$ cat src/rtl/eth_mdio_pkg.sv
// eth_mdio_pkg: state encoding, clause 22 frame constants and frame builder for the MDIO master
package eth_mdio_pkg;
  typedef enum logic [2:0] {IDLE, PRE, CMD, TA, DATA, DONE} mdio_state_t;
  localparam logic [1:0] MDIO_ST = 2'b01;
  localparam logic [1:0] MDIO_OP_WR = 2'b01;
  localparam logic [1:0] MDIO_OP_RD = 2'b10;
  localparam int MDIO_CMD_BITS = 14;
  localparam int MDIO_DATA_BITS = 16;
  // Read frames leave TA/DATA as ones; the line is released there anyway
  function automatic logic [31:0] mdio_frame(input logic wr, input logic [4:0] phy,
                                             input logic [4:0] regad, input logic [15:0] wdata);
    return wr ? {MDIO_ST, MDIO_OP_WR, phy, regad, 2'b10, wdata}
              : {MDIO_ST, MDIO_OP_RD, phy, regad, 18'h3ffff};
  endfunction
endpackage

$ cat src/rtl/eth_mdio_clkgen.sv
// eth_mdio_clkgen: MDC generator with per-bit strobes, held in the low phase while disabled
import eth_mdio_pkg::*;
module eth_mdio_clkgen #(
  parameter int CLK_DIV = 20
) (
  input  logic i_clk,
  input  logic i_rstn,
  input  logic i_en,
  output logic o_mdc,
  output logic o_bit_start,
  output logic o_sample,
  output logic o_bit_end
);
  localparam int CW = $clog2(CLK_DIV + 1);
  localparam logic [CW-1:0] LAST = CW'(CLK_DIV - 1);
  logic [CW-1:0] r_cnt;
  logic          r_ph;
  always_ff @(posedge i_clk)
    if (!i_rstn || !i_en) begin
      r_cnt <= '0;
      r_ph  <= 1'b0;
    end else if (r_cnt == LAST) begin
      r_cnt <= '0;
      r_ph  <= ~r_ph;
    end else begin
      r_cnt <= r_cnt + CW'(1);
    end
  assign o_mdc       = r_ph;
  assign o_bit_start = i_en & ~r_ph & (r_cnt == '0);
  assign o_sample    = i_en & ~r_ph & (r_cnt == LAST);
  assign o_bit_end   = i_en &  r_ph & (r_cnt == LAST);
endmodule

$ cat src/rtl/eth_mdio_ctrl.sv
// eth_mdio_ctrl: clause 22 MDIO management master, one request at a time.
// ETH_MDIO_PRE_SUPPRESS_EN adds req_no_pre to skip the preamble.
import eth_mdio_pkg::*;
module eth_mdio_ctrl #(
  parameter int CLK_DIV  = 20,
  parameter int PRE_BITS = 32
) (
  input  logic        msoc_clk,
  input  logic        rstn,
  input  logic        req_valid,
  output logic        req_ready,
  input  logic        req_write,
  input  logic [4:0]  req_phy_addr,
  input  logic [4:0]  req_reg_addr,
  input  logic [15:0] req_wdata,
`ifdef ETH_MDIO_PRE_SUPPRESS_EN
  input  logic        req_no_pre,
`endif
  output logic        rsp_valid,
  output logic [15:0] rsp_rdata,
  output logic        rsp_err,
  output logic        busy,
  output logic        o_emdc,
  input  logic        i_emdio,
  output logic        o_emdio,
  output logic        oe_emdio
);
  localparam int FW = PRE_BITS + 32;
  mdio_state_t   r_state;
  logic [5:0]    r_bcnt;
  logic [FW-2:0] r_sh;
  logic          r_write;
  logic [31:0]   w_frm;
  logic [FW-1:0] w_load;
  mdio_state_t   w_next;
  logic [5:0]    w_reload;
  logic          w_en, w_start, w_sample, w_end, w_skip, w_last, w_accept;
`ifdef ETH_MDIO_PRE_SUPPRESS_EN
  assign w_skip = req_no_pre;
`else
  assign w_skip = 1'b0;
`endif
  assign req_ready = r_state == IDLE;
  assign w_accept  = req_valid & req_ready;
  assign w_en      = r_state inside {PRE, CMD, TA, DATA};
  assign w_last    = r_bcnt == 6'd0;
  assign w_frm     = mdio_frame(req_write, req_phy_addr, req_reg_addr, req_wdata);
  // Whole frame as one shift image; suppression puts the preamble ones behind the frame
  assign w_load    = w_skip ? {w_frm, {PRE_BITS{1'b1}}} : {{PRE_BITS{1'b1}}, w_frm};
  assign w_next    = r_state == PRE ? CMD : r_state == CMD ? TA : r_state == TA ? DATA : DONE;
  assign w_reload  = w_next == CMD ? 6'(MDIO_CMD_BITS - 1) : w_next == TA ? 6'd1 : 6'(MDIO_DATA_BITS - 1);
  eth_mdio_clkgen #(.CLK_DIV(CLK_DIV)) u_clkgen (
    .i_clk       (msoc_clk),
    .i_rstn      (rstn),
    .i_en        (w_en),
    .o_mdc       (o_emdc),
    .o_bit_start (w_start),
    .o_sample    (w_sample),
    .o_bit_end   (w_end)
  );
  // Pin values are loaded at the edge ending the previous bit so they are valid on its first low cycle
  always_ff @(posedge msoc_clk)
    if (!rstn) begin
      r_state   <= IDLE;
      r_bcnt    <= '0;
      r_sh      <= '0;
      r_write   <= 1'b0;
      rsp_valid <= 1'b0;
      rsp_rdata <= '0;
      rsp_err   <= 1'b0;
      busy      <= 1'b0;
      o_emdio   <= 1'b1;
      oe_emdio  <= 1'b0;
    end else begin
      rsp_valid <= 1'b0;
      case (r_state)
        IDLE: if (w_accept) begin
          r_state   <= w_skip ? CMD : PRE;
          r_bcnt    <= w_skip ? 6'(MDIO_CMD_BITS - 1) : 6'(PRE_BITS - 1);
          r_sh      <= w_load[FW-2:0];
          o_emdio   <= w_load[FW-1];
          oe_emdio  <= 1'b1;
          r_write   <= req_write;
          busy      <= 1'b1;
          rsp_rdata <= '0;
          rsp_err   <= 1'b0;
        end
        DONE: begin
          r_state <= IDLE;
          busy    <= 1'b0;
        end
        default: begin
          if (w_sample && !r_write && r_state == TA && w_last) rsp_err <= i_emdio;
          if (w_sample && !r_write && r_state == DATA) rsp_rdata <= {rsp_rdata[14:0], i_emdio};
          if (w_end) begin
            r_sh    <= {r_sh[FW-3:0], 1'b1};
            r_bcnt  <= w_last ? w_reload : r_bcnt - 6'd1;
            o_emdio <= (w_last && w_next == DONE) | r_sh[FW-2];
            if (w_last) r_state <= w_next;
            if (w_last && (w_next == DONE || (w_next == TA && !r_write))) oe_emdio <= 1'b0;
            if (w_last && w_next == DONE) rsp_valid <= 1'b1;
          end
        end
      endcase
    end
  a_pre_ones: assert property (@(posedge msoc_clk) disable iff (!rstn)
    (w_start && r_state == PRE) |-> (o_emdio && oe_emdio));
endmodule

$ cat config.mk
export PLATFORM = sky130hd
export DESIGN_NAME = eth_mdio_ctrl
export DESIGN_NICKNAME = d
export VERILOG_FILES = /design/src/rtl/eth_mdio_pkg.sv /design/src/rtl/eth_mdio_clkgen.sv /design/src/rtl/eth_mdio_ctrl.sv
export SDC_FILE = /design/constraint.sdc
export NUM_CORES = 1
export LEC_CHECK = 0
export CORE_AREA = 2 2 100 150
export CTS_BUF_LIST = sky130_fd_sc_hd__clkbuf_4
export DETAILED_ROUTE_END_ITERATION = 7
export DIE_AREA = 0 0 102 152
export HOLD_SLACK_MARGIN = 0.03
export PLACE_DENSITY = 0.55
export SLEW_MARGIN = 20
export SYNTH_ARGS = -nofsm -noshare
export SYNTH_HDL_FRONTEND = slang
export SYNTH_SLANG_ARGS = --single-unit
$ cat constraint.sdc
create_clock -name msoc_clk -period 1.73 [get_ports msoc_clk]
set_input_delay 0.173 -clock msoc_clk [delete_from_list [all_inputs] [get_ports msoc_clk]]
set_output_delay 0.173 -clock msoc_clk [all_outputs]
set_load 0.01 [all_outputs]
Word level (Yosys, flattened, before mapping)
Cells that the tools add are included.
{"block": "totals", "ff_bits": 100, "in_bits": 31, "out_inout_bits": 23, "wordCells": 96}
{"block": "op_classes", "add_sub_neg": 2, "eq_ne": 10, "mux": 31, "bitwise": 10, "reduce_logical": 31}
{"operator": "$mux W63", "count": 2}
{"operator": "$pmux W63 S2", "count": 1}
{"operator": "$mux W16", "count": 2}
{"operator": "$pmux W16 S2", "count": 1}
{"operator": "$mux W30", "count": 1}
{"operator": "$mux W6", "count": 3}
{"operator": "$mux W3", "count": 5}
{"operator": "$eq A3 B2 Y1 const B", "count": 4}
{"operator": "$pmux W6 S2", "count": 1}
{"operator": "$reduce_and A3 Y1", "count": 4}
{"operator": "$reduce_bool A2 Y1", "count": 5}
{"operator": "$eq A3 B3 Y1 const B", "count": 3}
{"operator": "$mux W1", "count": 8}
{"operator": "$mux W4", "count": 2}
{"operator": "$pmux W1 S2", "count": 4}
{"operator": "$logic_and A1 B1 Y1", "count": 7}
{"operator": "$logic_not A6 Y1", "count": 1}
{"operator": "$pmux W3 S2", "count": 1}
{"operator": "$reduce_bool A3 Y1", "count": 2}
{"operator": "$sub A6 B1 Y6 const B", "count": 1}
{"operator": "$add A5 B1 Y5 const B", "count": 1}
{"operator": "$and A1 B1 Y1", "count": 5}
{"operator": "$eq A5 B5 Y1 const B", "count": 1}
{"operator": "$not A1 Y1", "count": 4}
{"operator": "11 further kinds", "count": 15}

Depth between registers and ports, before layout
Gate-level depths: netlist of the first run.
{"block": "logic_depth", "ltp_word": 11, "depth_mapped": 8, "mapped_depth_nobuf": 6}

Hierarchy
From an unflattened synthesis of the first run, not the netlist that was laid out.
{"block": "hier_totals", "cells_unflattened": 466, "area_unflattened_um2": 4385.5}
{"module": "eth_mdio_ctrl", "n_inst": 1, "cells_each": 432, "area_per_inst_um2": 4076.4}
{"module": "eth_mdio_clkgen", "n_inst": 1, "cells_each": 34, "area_per_inst_um2": 309.0}

Worst setup path after synthesis of the first run
OpenSTA, ideal clock, no wires.
{"block": "synth_path", "path_type": "register -> register", "from": "reg u_clkgen.r_cnt[0]", "to": "reg rsp_rdata[1]", "arrival_ps": 1636, "path_slack_ps": -39, "stages_incl_launch_ff": 8, "n_path_buf": 2, "period_less_slack_ps": 1769, "cell_sequence": "dfxtp_1 ha_1 and4bb_1 buf_4 a31oi_1 nor3_1 buf_2 o22ai_1"}
{"block": "synth_between", "elab_chain_len": 6}
{"element": "start, declared", "line": "eth_mdio_clkgen.sv:16", "rtl": "logic [CW-1:0] r_cnt;"}
{"element": "start signal, assigned", "line": "eth_mdio_clkgen.sv:26", "rtl": "r_cnt <= r_cnt + CW'(1);"}
{"element": "$eq A5 B5 Y1", "line": "eth_mdio_clkgen.sv:30", "rtl": "assign o_sample = i_en & ~r_ph & (r_cnt == LAST);"}
{"element": "$and A1 B1 Y1", "line": "eth_mdio_clkgen.sv:30"}
{"element": "$logic_and A1 B1 Y1 (2 in series)", "line": "eth_mdio_ctrl.sv:94", "rtl": "if (w_sample && !r_write && r_state == DATA) rsp_rdata <= {rsp_rdata[14:0], i_emdio};"}
{"element": "$reduce_bool A2 Y1 (no line)"}
{"element": "$reduce_and A3 Y1 (no line)"}
{"element": "end signal, assigned", "line": "eth_mdio_ctrl.sv:94"}
{"element": "end, declared", "line": "eth_mdio_ctrl.sv:20", "rtl": "output logic [15:0] rsp_rdata,"}
Every way passes these cells.
A chain may end at the register's enable or synchronous reset.

Worst setup path in the final report of the first run
{"block": "layout_path", "from": "reg u_clkgen.r_cnt[0]", "to": "reg r_state[1]"}
{"block": "layout_between", "elab_chain_len": 4}
{"element": "$eq A5 B5 Y1", "line": "eth_mdio_clkgen.sv:31", "rtl": "assign o_bit_end = i_en & r_ph & (r_cnt == LAST);"}
{"element": "$and A1 B1 Y1", "line": "eth_mdio_clkgen.sv:31"}
{"element": "$reduce_bool A3 Y1 (no line)"}
{"element": "$reduce_and A3 Y1 (no line)"}
{"element": "end signal, assigned", "line": "eth_mdio_ctrl.sv:78", "rtl": "r_state <= w_skip ? CMD : PRE;"}
{"element": "end signal, assigned", "line": "eth_mdio_ctrl.sv:99", "rtl": "if (w_last) r_state <= w_next;"}
{"element": "end, declared", "line": "eth_mdio_ctrl.sv:29", "rtl": "mdio_state_t r_state;"}
Every way passes these cells.

==> flow_summary.json, run 1 <==
{
  "r2r_start": "u_clkgen.r_cnt[0]",
  "met2_length_um": 5950,
  "grt_pass1_vias": 3754,
  "p_comb_frac": 0.164,
  "drc": 0,
  "clock_sinks": 100,
  "ys_ff_latch": 100,
  "yosysMostFrequentCell": "dfxtp_1",
  "yosysWarningCount": 0,
  "portBuffers": 53,
  "design_area_mm2": 0.00573,
  "reg2reg_to": "r_state[1]",
  "rsz0062_at_grt": "yes",
  "place_area_mm2": 0.00521,
  "period_share": 0.978,
  "min_path_type": "primary input to flop",
  "r2r_slack_ns": 0.04,
  "min_to": "r_bcnt[5]",
  "cts_root_buf": "clkbuf_4",
  "crit_path_max_incr_delay_ns": 0.49,
  "p_leak_uw": 0.00202,
  "postCtsHoldBufs": 0,
  "dieArea_mm2": 0.0155,
  "synthTopCellsByCount": "dfxtp_1 (100), nand2_1 (49), o221a_2 (33)",
  "timing.hold.ws_ns": 0.115,
  "tightest_slew_ns": 0.523,
  "max_freq_mhz": 591,
  "critPathMaxFanout": 5,
  "swShare": 0.268,
  "met3_wirelength_um": 399,
  "hold_start": "rstn",
  "cts_tree": "built",
  "core_area_mm2": 0.0143,
  "seqPwrFrac": 0.559,
  "die_y_um": 152,
  "crit_required_ns": 2.13,
  "crit_type": "flop to flop",
  "gp_congestion": 0.897,
  "vias": 3728,
  "clock_skew_ns": 0.0228,
  "cts_buffers": 9,
  "overflow": 0,
  "total_power_uw": 4520,
  "yosys.area.top_type": "dfxtp_1",
  "htreeDepth": 3,
  "wl_um": 11200,
  "slew-limit-headroom": 0.651,
  "drt_iter0_drc": 268,
  "drtPass1Iterations": 5,
  "ys_types": 52,
  "clockBufferDepth": 2,
  "viasPerCell": 5.18,
  "drv_slew": 0,
  "reg2reg_depth": 6,
  "worst_slack_ns": 0.0383,
  "synthesis.nets": 470,
  "cp.arrival_ns": 2.09,
  "grt_max_degree": 50,
  "antenna_found_initial": 1,
  "start_util": 0.292,
  "syn_area_mm2": 0.00418,
  "startpoint_type": "flop",
  "yosysSeqAreaShare": 0.479,
  "track_usage": 0.144,
  "final.min_clock_period_ns": 1.69,
  "maxCapViolations": 0,
  "clkPwrFrac": 0.277,
  "area_delta_synth_final_pct": 37.1,
  "ios": 54,
  "synth.area.top_cells": "dfxtp_1 (48%), o221a_2 (8.9%), nand2_1 (4.4%)",
  "final-setup-viol-count": 0,
  "clk_pin_slew_ns": 0.16,
  "p_sw_uw": 1210,
  "syn_avg_cell_area_um2": 9.58,
  "hold_viol": 0,
  "num_rows": 54,
  "end_kind": "flop",
  "irDropWorstVdd_mv": 0.396,
  "crit_slowest_cell": "or4_4",
  "synth_ff_type": "dfxtp_1",
  "whs_path_depth": 3,
  "grt_pass1_wl_um": 18100,
  "wire_per_inst_um": 15.5,
  "dieWidth_um": 102,
  "dp_slack_ns": -0.120,
  "synth_top_area_share": 0.479,
  "ant_nets": 0,
  "place_hpwl_um": 7350,
  "crit_path_cell_trace": "ha_4 > and4bb_4 > buf_6 > nand2_2 > or4_4 > a21oi_2",
  "power.internal_uw": 3310,
  "p_per_area_mw_per_mm2": 789,
  "clk_latency_ns": 0.46,
  "postSynthCellCount": 436,
  "nNetsFinal": 551,
  "dr.max_layer_used": "met4",
  "met1Wirelength_um": 4640,
  "final_layout_size_suffix_gt1_frac": 0.297,
  "synth-edff-count": 0,
  "status": "finished clean",
  "synthArstFlopShare": 0
}
[worst max-delay path: cells and delay by family (launching register included)]
family                   cells  cell delay [ns]
adder cells (fa/ha/maj)      1             0.15
AND/OR/NAND/NOR              3             0.86
buffers and inverters        1             0.12
flip-flops                   1             0.38
AO/OA/AOI/OAI                1             0.14
[how the worst max path moves through the flow]
stage	start	to	slack [ns]
3_5_place_dp	u_clkgen.r_cnt[0]	r_sh[27]	-0.12
6_report	u_clkgen.r_cnt[0]	r_state[1]	0.04
5_1_grt	u_clkgen.r_cnt[0]	r_bcnt[3]	-0.03
3_3_place_gp	r_bcnt[0]	r_bcnt[1]	-0.06
4_1_cts	r_state[1]	req_ready	-0.001
2_1_floorplan	u_clkgen.r_cnt[0]	r_bcnt[1]	-0.002
[flip-flops by register name, indices dropped and copies added, names as in the netlist, named ones only]
signal,cells
r_state,2
u_clkgen.o_mdc,1
busy,1
rsp_rdata,16
r_sh,63
o_emdio,1
r_bcnt,6
rsp_valid,1
u_clkgen.r_cnt,5
rsp_err,1
oe_emdio,1
r_write,1
[layout by cell type (no fill, tap or decap), types with 4 or more instances in the layout]
cell type,instances
a21oi_1,25
dfxtp_1,95
o221ai_1,17
clkbuf_4,11
a311oi_1,13
buf_6,7
clkdlybuf4s50_1,51
nand2_1,47
o22ai_1,12
nand3_1,27
o221a_4,8
buf_4,45
nor3_1,15
inv_1,5
dfxtp_2,4
o221a_2,25
nand3b_1,15
nor2_1,14
o22ai_2,4
buf_12,8
[power by group through the flow]
stage          Combinational, µW  Clock [µW]  Sequential [µW]
2_1_floorplan                406           0             2560
6_report                     743        1250             2530
4_1_cts                      682        1310             2520
3_5_place_dp                 658           0             2570
3_3_place_gp                 643           0             2570
5_1_grt                      807        1400             2550
[layout make-up]
type / count / area (µm²)
Antenna cell: 1 / 2.50
Timing Repair Buffer: 115 / 1140
Tap cell: 196 / 245
Sequential cell: 100 / 2010
Inverter: 7 / 31.3
Multi-Input combinational cell: 284 / 2160
Fill cell: 1455 / 8590
Clock buffer: 11 / 82.6
Clock inverter: 5 / 62.6
[cells by family after synthesis]
| group | Yosys count | synth area share |
|---|---|---|
| DFF | 100 | 0.479 |
| buffers and inverters | 52 | 0.0659 |
| muxes | 2 | 0.00479 |
| AOI/OAI and AO/OA | 130 | 0.255 |
| adders and majority gates | 3 | 0.00898 |
| xor gates and xnor gates | 4 | 0.00838 |
| and+or+nand+nor | 145 | 0.178 |
[layer usage]
| metal | track usage | vias to the layer above |
|---|---|---|
| li1 | - | 1822 |
| met1 | 0.175 | 1823 |
| met2 | 0.243 | 69 |
| met3 | 0.0285 | 14 |
| met4 | 0.0603 | 0 |
| met5 | 0 | - |
[through the flow]
stage,std cells,util,TNS [ns]
3_5_place_dp,692,0.364,-4.85
5_1_grt,719,0.400,-0.263
2_1_floorplan,436,-,-0.0152
3_3_place_gp,692,0.364,-2.33
4_1_cts,714,0.382,-0.000977
6_report,719,0.400,0
[repair_timing]
action,in CTS,in global routing
gates cloned,0,2
resized for setup,22,44
endpoints found under the setup margin,89,83
buffers inserted,6,2
pin swaps,5,12
Note: power is estimated with default switching activity, not from simulation.
==> inputs of run 2 (changes only) <==
Settings changed: CORE_AREA 2 2 100 150 to 2 2 102 154, DIE_AREA 0 0 102 152 to 0 0 104 156, PLACE_DENSITY 0.55 to 0.54, SYNTH_HIERARCHICAL set to 1.
==> flow_summary.json, run 2 <==
{
  "status": "complete, but fails checks",
  "violations": "setup timing",
  "design_area_mm2": 0.00613,
  "clock_sinks": 100,
  "largest-register": "r_sh",
  "fin_tns_setup_ns": -1.48,
  "ant_nets": 0,
  "end_kind": "flop",
  "min_path_type": "primary input to flop",
  "track_usage": 0.137,
  "cts_tree": "built",
  "gp_congestion": 0.835,
  "clockBufferDepth": 2,
  "dieArea_mm2": 0.0162,
  "critPathMaxFanout": 7,
  "drtPass1Iterations": 5,
  "crit_path_max_incr_delay_ns": 0.40,
  "rsz0062_at_grt": "yes",
  "hold_start": "req_reg_addr[3]",
  "clk_pin_slew_ns": 0.17,
  "grt_pass1_wl_um": 18300,
  "cp.arrival_ns": 2.19,
  "crit_required_ns": 2.12,
  "dieWidth_um": 104,
  "cts_root_buf": "clkbuf_4",
  "final-setup-viol-count": 49,
  "nNetsFinal": 581,
  "cts_buffers": 9,
  "drc": 0,
  "area_delta_synth_final_pct": 40.2,
  "start_util": 0.294,
  "r2r_slack_ns": -0.07,
  "drt_iter0_drc": 129,
  "max_freq_mhz": 556,
  "reg2reg_to": "r_bcnt[5]",
  "tightest_slew_ns": 0.363,
  "grt_pass1_vias": 3644,
  "viasPerCell": 5.11,
  "r2r_start": "u_clkgen/r_cnt[0]",
  "crit_path_cell_trace": "ha_4 > and4bb_4 > and3_4 > buf_6 > o31ai_4 > or4_1 > a31oi_1",
  "crit_slowest_cell": "or4_1",
  "portBuffers": 53,
  "antenna_found_initial": 1,
  "worst_slack_ns": -0.0690,
  "grt_max_degree": 57,
  "maxCapViolations": 0,
  "place_area_mm2": 0.00557,
  "ios": 54,
  "syn_avg_cell_area_um2": 9.42,
  "postSynthCellCount": 464,
  "final.min_clock_period_ns": 1.80,
  "reg.largest.list": "r_sh (63), rsp_rdata (16), r_bcnt (6)",
  "crit_type": "flop to flop",
  "final_util": 0.412,
  "clock_skew_ns": 0.0257,
  "p_per_area_mw_per_mm2": 808,
  "reg2reg_depth": 7,
  "wire_per_inst_um": 15.2,
  "layout_commonest_cell": "dfxtp_1",
  "path_buf_inv": 1,
  "dp_slack_ns": -0.129,
  "slew-limit-headroom": 0.758,
  "min_to": "r_sh[21]",
  "num_rows": 55,
  "place_hpwl_um": 7470,
  "hold_viol": 0,
  "startpoint_type": "flop",
  "overflow": 0,
  "htreeDepth": 3,
  "wl_um": 11400,
  "whs_path_depth": 3,
  "total_power_uw": 4950,
  "p_leak_uw": 0.00212,
  "syn_area_mm2": 0.00437,
  "synthesis.nets": 499,
  "final_layout_size_suffix_gt1_frac": 0.341,
  "largest_reg_flops": 63,
  "core_area_mm2": 0.0149,
  "final_cell_mix": "dfxtp_1 (93), clkdlybuf4s50_1 (52), nand2_1 (50)",
  "path_depth": 7,
  "drv_slew": 0,
  "path_delay_family": "simple AND/OR/NAND/NOR gates",
  "vias": 3838,
  "yosysWarningCount": 6,
  "period_share": 1.04,
  "die_y_um": 156,
  "clk_latency_ns": 0.47,
  "irDropWorstVdd_mv": 0.351
}
-- run 2: cell types whose count changed in the layout (fill, tap and decap cells not counted), moves of 8 or more --
cell	before	now
nand3_1	27	37
o221ai_1	17	4
nor3_1	15	5
a311oi_1	13	5
o22ai_1	12	0
o221ai_2	0	10
a21oi_1	25	39
-- run 2: worst max path at each step --
| stage | slack, ns | to | startpoint |
|---|---|---|---|
| finish | -0.07 | r_bcnt[5] | u_clkgen/r_cnt[0] |
| global route | -0.13 | r_sh[24] | u_clkgen/r_cnt[0] |
| CTS | -0.06 | r_bcnt[5] | u_clkgen/r_cnt[1] |
| detailed placement | -0.13 | r_sh[22] | u_clkgen/r_cnt[1] |
| global placement | -0.06 | r_sh[20] | u_clkgen/r_cnt[1] |
| floorplan | -0.14 | r_sh[55] | flop |
-- run 2: layout make-up --
cell class	instances	area, µm²
Timing Repair Buffer	116	1240
Clock buffer	9	67.6
Clock inverter	7	72.6
Fill cell	1460	8730
Antenna cell	1	2.50
Multi-Input combinational cell	307	2430
Sequential cell	100	2020
Tap cell	199	249
Inverter	12	50.0
-- run 2: tightest hold or removal path, stage by stage --
cell	delay, ns
clkdlybuf4s50_1	0.40
nand2_1	0.06
a311oi_1	0.07
-- run 2: routing by layer --
layer,track usage,up-vias,part of all wire
met5,0,-,0
met4,0.0502,0,0.015
met3,0.0313,13,0.030
met2,0.241,53,0.51
met1,0.163,1863,0.44
li1,-,1909,-
-- run 2: what timing repair did --
action,in CTS,in global routing
pin swaps,15,27
setup endpoints to repair,87,90
gates cloned,2,4
gates resized for setup,24,31
hold buffers,0,0
setup buffers,2,4
-- run 2: power by group --
group | internal [µW] | switching (µW) | total [µW]
combinational | 574 | 506 | 1080
clock | 448 | 835 | 1280
sequential | 2470 | 116 | 2590
total | 3500 | 1460 | 4950
-- run 2: per-stage QoR --
step                      hold slack [ns]  instances
final                               0.272        751
after global routing                0.252        751
after CTS                           0.249        743
after detailed placement            0.450        723
after global placement              0.445        723
after floorplan                     0.321        464
==> inputs of run 3 (changes only) <==
--- a/config.mk
+++ b/config.mk
@@ -12,5 +12,5 @@
 export HOLD_SLACK_MARGIN = 0.03
 export PLACE_DENSITY = 0.54
-export SLEW_MARGIN = 20
+export SLEW_MARGIN = 30
 export SYNTH_ARGS = -nofsm -noshare
 export SYNTH_HDL_FRONTEND = slang
==> constraint.sdc (replaced) <==
create_clock -name msoc_clk -period 1.73 [get_ports msoc_clk]
set_input_delay 0.346 -clock msoc_clk [delete_from_list [all_inputs] [get_ports msoc_clk]]
set_output_delay 0.346 -clock msoc_clk [all_outputs]
set_load 0.01 [all_outputs]
==> flow_summary.json, run 3 (synthesis results as in run 2) <==
{
  "status": "complete, but fails checks",
  "violations": "setup timing",
  "min_path_type": "primary input to flop",
  "track_usage": 0.147,
  "layout_commonest_cell": "dfxtp_1",
  "portBuffers": 53,
  "dieArea_mm2": 0.0162,
  "grt_pass1_wl_um": 19400,
  "drtPass1Iterations": 4,
  "drv_slew": 0,
  "final_layout_size_suffix_gt1_frac": 0.469,
  "final_util": 0.464,
  "timing.hold.ws_ns": 0.441,
  "crit_type": "flop to flop",
  "ant_nets": 0,
  "grt_pass1_vias": 3924,
  "nNetsFinal": 603,
  "hold_viol": 0,
  "wire_per_inst_um": 17.2,
  "crit_required_ns": 2.08,
  "seqPwrFrac": 0.500,
  "p_leak_uw": 0.00250,
  "tightest_slew_ns": 0.510,
  "final_cell_mix": "dfxtp_1 (77), buf_4 (52), nand2_1 (50)",
  "place_area_mm2": 0.00555,
  "path_buf_inv": 2,
  "cts_tree": "built",
  "ios": 54,
  "p_comb_frac": 0.242,
  "irDropWorstVdd_mv": 0.381,
  "worst_slack_ns": -0.153,
  "clock_sinks": 100,
  "gp_congestion": 0.801,
  "crit_path_cell_trace": "buf_4 > and2b_4 > o21ai_2 > nand2_4 > clkbuf_16 > o221a_4",
  "cts_buffers": 9,
  "num_rows": 55,
  "drt_iter0_drc": 161,
  "critPathMaxFanout": 17,
  "slew-limit-headroom": 0.660,
  "reg.largest.list": "r_sh (63), rsp_rdata (16), r_bcnt (6)",
  "postCtsHoldBufs": 0,
  "final.min_clock_period_ns": 1.88,
  "htreeDepth": 3,
  "p_per_area_mw_per_mm2": 760,
  "viasPerCell": 5.33,
  "clk_pin_slew_ns": 0.17,
  "startpoint_type": "flop",
  "core_area_mm2": 0.0149,
  "hold_start": "req_reg_addr[4]",
  "vias": 4117,
  "final-setup-viol-count": 84,
  "whs_path_depth": 3,
  "area_delta_synth_final_pct": 57.7,
  "clock_skew_ns": 0.0362,
  "fillers": 1440,
  "min_to": "r_sh[22]",
  "p_sw_uw": 1590,
  "die_y_um": 156,
  "reg2reg_to": "r_sh[41]",
  "clk_latency_ns": 0.47,
  "max_freq_mhz": 531,
  "grt_max_degree": 37,
  "antenna_found_initial": 1,
  "crit_slowest_cell": "dfxtp_2",
  "clockBufferDepth": 2,
  "cts_root_buf": "clkbuf_4",
  "crit_path_max_incr_delay_ns": 0.37,
  "power.internal_uw": 3650,
  "clkPwrFrac": 0.258,
  "reg2reg_depth": 6,
  "largest-register": "r_sh",
  "dieWidth_um": 104,
  "rsz0062_at_grt": "yes",
  "swShare": 0.303,
  "wl_um": 13300,
  "cp.arrival_ns": 2.23,
  "path_delay_family": "compound AO/OA/AOI/OAI gates",
  "r2r_slack_ns": -0.15,
  "overflow": 0,
  "start_util": 0.294,
  "largest_reg_flops": 63,
  "maxCapViolations": 0,
  "drc": 0,
  "design_area_mm2": 0.00690,
  "end_kind": "flop",
  "place_hpwl_um": 7870,
  "period_share": 1.09
}
## run 3: changes by cell type in the layout (fill, tap and decap cells not counted), sizes merged, moves of 2 or more
cell | before | now
clkinvlp | 2 | 0
clkdlybuf4s50 | 52 | 30
clkbuf | 12 | 19
buf | 61 | 78
dlygate4sd2 | 0 | 21
## run 3: power groups by stage
stage                     sequential, µW  clock [µW]  combinational (µW)
final                               2620        1350                1270
after global routing                2640        1480                1360
after CTS                           2580        1380                1000
after detailed placement            2630           0                 926
after global placement              2630           0                 904
after floorplan                     2610           0                 626
## run 3: metal layers
metal | up-vias | part of all wire | track usage
li1 | 1955 | - | -
met1 | 2037 | 0.40 | 0.168
met2 | 97 | 0.54 | 0.258
met3 | 28 | 0.032 | 0.0292
met4 | 0 | 0.030 | 0.0746
met5 | - | 0 | 0
## run 3: per-stage QoR
step	setup TNS [ns]	power, µW	setup slack, ns	std cells
after floorplan	-7.52	3230	-0.139	464
after global placement	-11.06	3530	-0.222	725
after detailed placement	-11.27	3550	-0.201	725
after CTS	-3.75	4970	-0.104	751
after global routing	-11.23	5480	-0.200	773
final	-5.95	5240	-0.153	773
## run 3: cell type report
type	instances	area (µm²)	area share
well taps	199	249	0.0361
clock inverters	5	65.1	0.00943
flip-flops and latches	100	2040	0.295
multi-input cells	307	2910	0.421
inverters	12	50.0	0.00726
repair buffers	138	1510	0.218
clock buffers	11	82.6	0.0120
diodes	1	2.50	0.000363
## run 3: what timing repair did
item	CTS	global route
gates cloned	1	10
pin swaps	30	39
resized for setup	89	105
setup endpoints to repair	110	91
setup buffers	9	13
## run 3: worst register-to-register path: stages (launching register included)
cell,delay (ns)
dfxtp_2,0.37
buf_4,0.21
and2b_4,0.23
o21ai_2,0.29
nand2_4,0.19
clkbuf_16,0.22
o221a_4,0.28
## run 3: how the worst max path moves through the flow
stage / from / to / slack (ns) / cells after the start
6_report: flop / r_sh[41] / -0.15 / 6
5_1_grt: flop / r_sh[41] / -0.20 / 6
4_1_cts: u_clkgen/r_cnt[1] / r_bcnt[5] / -0.10 / 7
3_5_place_dp: req_valid / r_bcnt[3] / -0.20 / 6
3_3_place_gp: req_valid / r_bcnt[3] / -0.22 / 6
2_1_floorplan: flop / r_sh[55] / -0.14 / 9
